$ cat config.mk
export PLATFORM = sky130hd
export DESIGN_NAME = sram_rd_streamer
export DESIGN_NICKNAME = d
export VERILOG_FILES = /design/src/rtl/sram_rd_streamer.sv
export SDC_FILE = /design/constraint.sdc
export NUM_CORES = 1
export LEC_CHECK = 0
export ABC_AREA = 1
export CAP_MARGIN = 10
export CORE_UTILIZATION = 49
export DETAILED_ROUTE_END_ITERATION = 10
export PLACE_DENSITY = 0.72
export RECOVER_POWER = 50
export SKIP_CTS_REPAIR_TIMING = 1
export SYNTH_ARGS = -nofsm -noshare
export SYNTH_HDL_FRONTEND = slang
export SYNTH_SLANG_ARGS = --single-unit
$ cat constraint.sdc
create_clock -name clk -period 2.1 [get_ports clk]
set_input_delay 0.21 -clock clk [delete_from_list [all_inputs] [get_ports clk]]
set_output_delay 0.21 -clock clk [all_outputs]
set_load 0.005 [all_outputs]
$ cat src/rtl/sram_rd_streamer.sv
// sram_rd_streamer: reads a block of consecutive words from a single-port SRAM
// with a one-cycle registered read and streams them out over a valid/ready port.
// A 3-entry skid FIFO absorbs the read pipeline, so issuing reads never depends
// combinationally on the consumer's ready.
module sram_rd_streamer #(
    parameter int unsigned DATA_LEN = 32,
    parameter int unsigned DEPTH    = 1024,
    parameter int unsigned ADDR_LEN = $clog2(DEPTH)
) (
    input  logic                clk,
    input  logic                rst_n,
    input  logic                start,
    input  logic [ADDR_LEN-1:0] start_addr,
    input  logic [ADDR_LEN:0]   length,
    input  logic                abort,
    output logic                busy,
    output logic                done,
    output logic                ren,
    output logic [ADDR_LEN-1:0] rd_addr,
    input  logic [DATA_LEN-1:0] rd_data,
    output logic                m_valid,
    input  logic                m_ready,
    output logic [DATA_LEN-1:0] m_data
);

    localparam int unsigned CntW = ADDR_LEN + 1;

    typedef enum logic [1:0] {StIdle, StRun, StFin} state_e;

    state_e              state_q, state_d;
    logic [ADDR_LEN-1:0] addr_q, addr_d;
    logic [CntW-1:0]     len_q, len_d;
    logic [CntW-1:0]     issued_q, issued_d;
    logic [CntW-1:0]     sent_q, sent_d;
    logic                inflight_q;
    logic                fifo_clr;

    logic [DATA_LEN-1:0] fifo_mem_q [3];
    logic [1:0]          wr_ptr_q, rd_ptr_q, count_q;
    logic                push, pop;
    logic [2:0]          outstanding;

    // Words already buffered plus the one read possibly still in the SRAM pipe.
    assign outstanding = {1'b0, count_q} + {2'b00, inflight_q};

    assign busy    = (state_q == StRun);
    assign done    = (state_q == StFin);
    assign ren     = (state_q == StRun) && (issued_q < len_q) && (outstanding < 3'd3);
    assign rd_addr = addr_q;
    assign m_valid = (count_q != 2'd0);
    assign m_data  = fifo_mem_q[rd_ptr_q];
    assign push    = inflight_q;
    assign pop     = m_valid && m_ready;

    function automatic logic [1:0] ptr_inc(input logic [1:0] p);
        return (p == 2'd2) ? 2'd0 : p + 2'd1;
    endfunction

    // Next-state: command capture, read issue bookkeeping, completion and abort.
    always_comb begin
        state_d  = state_q;
        addr_d   = addr_q;
        len_d    = len_q;
        issued_d = issued_q;
        sent_d   = sent_q;
        fifo_clr = 1'b0;
        unique case (state_q)
            StIdle: begin
                if (start) begin
                    addr_d   = start_addr;
                    len_d    = length;
                    issued_d = '0;
                    sent_d   = '0;
                    state_d  = (length == '0) ? StFin : StRun;
                end
            end
            StRun: begin
                if (abort) begin
                    // Drop buffered words; clearing inflight discards the pending read.
                    fifo_clr = 1'b1;
                    state_d  = StIdle;
                end else begin
                    if (ren) begin
                        addr_d   = (addr_q == ADDR_LEN'(DEPTH - 1)) ? '0 : addr_q + ADDR_LEN'(1);
                        issued_d = issued_q + CntW'(1);
                    end
                    if (pop) begin
                        sent_d = sent_q + CntW'(1);
                        if (sent_q == len_q - CntW'(1)) begin
                            state_d = StFin;
                        end
                    end
                end
            end
            StFin: begin
                state_d = StIdle;
            end
            default: begin
                state_d = StIdle;
            end
        endcase
    end

    // Control state registers.
    always_ff @(posedge clk or negedge rst_n) begin
        if (!rst_n) begin
            state_q    <= StIdle;
            addr_q     <= '0;
            len_q      <= '0;
            issued_q   <= '0;
            sent_q     <= '0;
            inflight_q <= 1'b0;
        end else begin
            state_q    <= state_d;
            addr_q     <= addr_d;
            len_q      <= len_d;
            issued_q   <= issued_d;
            sent_q     <= sent_d;
            inflight_q <= ren && !fifo_clr;
        end
    end

    // Output FIFO: captures SRAM data one cycle after each read, pops on handshake.
    always_ff @(posedge clk or negedge rst_n) begin
        if (!rst_n) begin
            for (int i = 0; i < 3; i++) begin
                fifo_mem_q[i] <= '0;
            end
            wr_ptr_q <= 2'd0;
            rd_ptr_q <= 2'd0;
            count_q  <= 2'd0;
        end else if (fifo_clr) begin
            wr_ptr_q <= 2'd0;
            rd_ptr_q <= 2'd0;
            count_q  <= 2'd0;
        end else begin
            if (push) begin
                fifo_mem_q[wr_ptr_q] <= rd_data;
                wr_ptr_q             <= ptr_inc(wr_ptr_q);
            end
            if (pop) begin
                rd_ptr_q <= ptr_inc(rd_ptr_q);
            end
            case ({push, pop})
                2'b10:   count_q <= count_q + 2'd1;
                2'b01:   count_q <= count_q - 2'd1;
                default: count_q <= count_q;
            endcase
        end
    end

endmodule

; ---- After elaboration in Yosys (flattened, before gate mapping)
; Index checks and enable logic that the tools add are counted.
[word_totals]
register_bits = 148
inputBits = 58
out_inout_bits = 46
word_cells = 95
[classes]
add_sub_neg = 9
n_lt_le_gt_ge = 5
eq_ne = 14
n_mux = 34
bitwise = 3
reduce_logical = 18
[ops]
columns = op, count
row1 = $bwmux W96, 1
row2 = $mux W32, 3
row3 = $bmux W32 S2, 1
row4 = $demux W32 S2, 1
row5 = $mux W11, 5
row6 = $pmux W11 S2, 2
row7 = $mux W10, 4
row8 = $mux W2, 12
row9 = $add A11 B1 Y11 const B, 2
row10 = $pmux W10 S2, 1
row11 = $eq A11 B11 Y1, 1
row12 = $logic_not A11 Y1, 1
row13 = $lt A11 B11 Y1, 1
row14 = $sub A11 B1 Y11 const B, 1
row15 = $add A10 B1 Y10 const B, 1
row16 = $eq A10 B10 Y1 const B, 1
row17 = $eq A2 B2 Y1 const B, 4
row18 = $pmux W2 S2, 2
row19 = $reduce_and A4 Y1, 2
row20 = $reduce_bool A2 Y1, 4
row21 = $add A2 B1 Y2 const B, 3
row22 = $ge A3 B3 Y1 const B, 2
row23 = $ne A3 B2 Y1 const B, 2
row24 = $not A2 Y3, 2
row25 = other kinds (15), 24

; ---- Longest topological paths before layout
[logic_depth]
word_depth = 6
mapped_depth = 14
ltp_nobuf = 14

; ---- Worst setup path before layout
; No wires, ideal clock.
[synth_path]
path_type = register to register
start = register issued_q[2]
end = register issued_q[0]
setup_time_ns = 0.117
arrival_time_ns = 1.639
required_time_ns = 1.983
path_slack_ns = 0.344
stages_incl_launch_ff = 12
n_path_buf = 1
period_less_slack_ns = 1.756
path_cell_list = dfrtp_1 > ha_1 > nand2_1 > nand2_1 > a31o_2 > nand2_1 > nand3_2 > nand2_4 > nand2_4 > buf_6 > nor2_1 > nor2_1
[synth_via]
elab_chain_len = 5
[synth_lines]
columns = item, line
row1 = "start, declared", 33  ; logic [CntW-1:0] issued_q, issued_d;
row2 = "start signal, assigned", 117  ; issued_q <= issued_d;
row3 = $lt A11 B11 Y1, 48  ; assign ren = (state_q == StRun) && (issued_q < len_q) && (outstanding < 3'd3);
row4 = $logic_and A1 B1 Y1 (2 in a row), 48
row5 = $ne A2 B1 Y1 (no source line), -
row6 = $reduce_and A4 Y1 (no source line), -
; No other way between the ends.
; A chain may end at the register's enable or synchronous reset.

; ---- Worst setup path after layout
[layout_path]
start = register rd_ptr_q[1]
end = output m_data[10]
[layout_via]
elab_chain_len = 4
[layout_lines]
columns = item, line
row1 = "start, declared", 39  ; logic [1:0] wr_ptr_q, rd_ptr_q, count_q;
row2 = "start signal, assigned", 142  ; rd_ptr_q <= ptr_inc(rd_ptr_q);
row3 = $not A2 Y3 (implied by the code), 51  ; assign m_data = fifo_mem_q[rd_ptr_q];
row4 = $bmux W32 S2, 51
row5 = $mux W32 (implied by the code) (2 in a row), 51
row6 = "end, declared", 23  ; output logic [DATA_LEN-1:0] m_data
; No other way between the ends. The select of a mux whose other input is x is not followed.

==> metrics <==
Hold Crit Depth=3; die width=127 um; All-Layer GR Usage=23.4%; mux share of post-synthesis cell area=0%; # diodes=0; DRC=0; I/O Pins=104; Synth Area in Compound Gates=13.8%; outcome=finished, violations left; Final Hold Fails=0; Critical R2R Launch=state_q[0]; WS Path Type=reg2out; worst path required time=1.89 ns; CTS buffer count=17; Slew Limit Headroom=14.5%; clock root buffer=clkbuf_16; antenna violations before repair=0; first-pass GRT wire length=30000 um; # fillers=1299; Layout area overhead=25.8%; Crit path arrival time=1.94 ns; Final min period=2.15 ns; period utilization=103%; WL final=18000 um; Core Footprint=0.0153 mm2; largest net degree at the start of global routing=66; clock latency on the worst-skew pair=0.41 ns; clk sinks=148; number of global-route vias before repair=6278; Slowest cell on crit path=clkdlybuf4s50_1; HP Start=length[7]; Synth Net Count=1021; 1st-iter DRT viols=467; top cell type's share of synthesized area=48.1%; post-synthesis register bit count=148; XOR/XNOR Fraction of Synth Area=2.68%; Distinct cells, synth=38; Clock Skews=0.00957 ns; Post-Synth Adder-Cell Area=2.60%; Worst-Margin Slew=1.28 ns; sequential fraction of the synthesis area=48.1%; nets=1141; max-cap violations=0; HP Class=in2reg; vias per cell=5.12; worst-path cell chain=inv_2, nor2_4, buf_6, nand2_1, nand2_1, clkdlybuf4s50_1; CP max stage delay=0.54 ns; Synth async-reset ratio=100%; Synth area leaders=dfrtp_1, nand2_1, o21ai_0; Startpoint Class=register; Top Family by Delay on Critical Path=buffers and inverters; # setup viols final=8; Synth top cells by count=nand2_1, dfrtp_1, o21ai_0, inv_1, nor2_1; Worst Hold Endpoint=len_q[7]; synthesized area=0.00770 mm2; Max Fclk=464 MHz; dpl hpwl=12300 um; Rows=45; Cell Pwr Density=1380 mW/mm2; wire length per cell=14.0 um; Vias=6597; reg2reg path depth=7; cells after synthesis=947; DRT antenna net count=0; DP Cell Count=1253; FF+latch area=0.00371 mm2; Hold WS=0.395 ns; Final WS setup=-0.0530 ns; Worst path most repeated cell=nand2_1; DIE AREA=0.0162 mm2; r2r setup slk=0.13 ns; fin cells=1288; IO buf count=103; starting density of the core=50.4%; Worst Path Buf+Inv=3; CTS tree=yes; pins over their slew limit=0; layout cells sized above 1=10.4%; top-count cell post-synth=nand2_1; EDFF count, synth=0; Lkg Pwr=4.94 nW; largest family of logic cells by synthesized area=simple AND/OR/NAND/NOR gates; worst-case vdd ir drop=870 uV; grt ovf=0; critical-path maximum fanout=17; element type at the critical path end=output port; r2r endpoint=sent_q[2]; die height=127 um; detailed-router iteration count before antenna repair=5; Synth Flop Type=dfrtp_1; clock buffer depth=2; area of the multi-input gates=0.00342 mm2; top cell type by total area after synthesis=dfrtp_1; failing checks=setup timing; placer's final routability congestion estimate=0.854; Reg clk slew, reported paths=0.06 ns; H-tree depth=4; Avg Synthesized Cell Area=8.13 um2; RSZ-0062 raised after global routing=true; Synth Warn #=0; Post-Synth Simple-Gate Area=24.9%
## sequential cells by signal, summed over array words and instances, names as in the netlist
name        count
len_q          11
sent_q         11
rd_ptr_q        2
inflight_q      1
state_q         2
fifo_mem_q     96
wr_ptr_q        2
rd_addr        10
issued_q       11
count_q         2
## through the flow
stage                     utilization, %  setup TNS [ns]  power [W]  cell area, um2  setup slack (ns)
final                               63.4          -0.188     0.0133            9680           -0.0530
after global placement              59.4               0     0.0104            9060             0.109
after floorplan                        -               0    0.00809            7700             0.344
after global routing                63.4           -3.55     0.0144            9680            -0.139
after CTS                           62.8          -0.989     0.0134            9590            -0.362
after detailed placement            59.4               0     0.0106            9060            0.0876
## layout make-up
class / instances / area share [%]
Clock buffer: 24 / 4.87
Clock inverter: 5 / 0.556
Inverter: 89 / 3.45
Multi-Input combinational cell: 672 / 35.4
Sequential cell: 148 / 38.3
Tap cell: 211 / 2.73
Timing Repair Buffer: 139 / 14.7
## worst register-to-register path, stage by stage (launching register included)
cell	delay [ns]
dfrtp_1	0.39
inv_1	0.09
nand2_1	0.17
nor2_4	0.13
clkbuf_1	0.68
inv_1	0.22
nand2_1	0.12
nor2_1	0.04
## metal layers
layer / part of all wire, % / up-vias / GRT usage, %
met5: 0 / - / 0
met4: 1.1 / 0 / 5.95
met3: 4.6 / 18 / 4.94
met2: 47 / 170 / 37.5
met1: 47 / 3095 / 32.4
li1: - / 3314 / -
## how the worst max path moves through the flow
stage                      startpoint           to  slack [ns]  depth (start not counted)
final                     rd_ptr_q[1]   m_data[10]       -0.05                          6
after global routing      rd_ptr_q[1]   m_data[10]       -0.14                          6
after CTS                    len_q[2]          ren       -0.36                          9
after detailed placement   count_q[0]          ren        0.09                          8
after global placement       len_q[4]          ren        0.11                          9
after floorplan           issued_q[2]  issued_q[0]        0.34                         11
## cell families after synthesis
logic type,count (synthesis)
xor gates and xnor gates,22
buffers and inverters,127
and+or+nand+nor,451
DFF,148
adders and majority gates,16
AOI/OAI and AO/OA,183
## cell usage in the layout, fill, tap and decap left out, drive strengths merged, types with 7 or more instances in the layout
cell	instances
clkbuf	32
inv	89
a21oi	7
dfrtp	148
dlymetal6s2s	24
nor2	53
nand3	46
o21ai	137
xor2	15
nor3	12
nand2	321
buf	28
clkdlybuf4s50	78
ha	16
nand4	9
a22oi	30
## power breakdown
group | switching, W | total [W] | internal (W)
Sequential | 0.000763 | 0.00471 | 0.00395
Combinational | 0.00315 | 0.00586 | 0.00271
Clock | 0.00109 | 0.00275 | 0.00167
(Power assumes the default switching activity.)
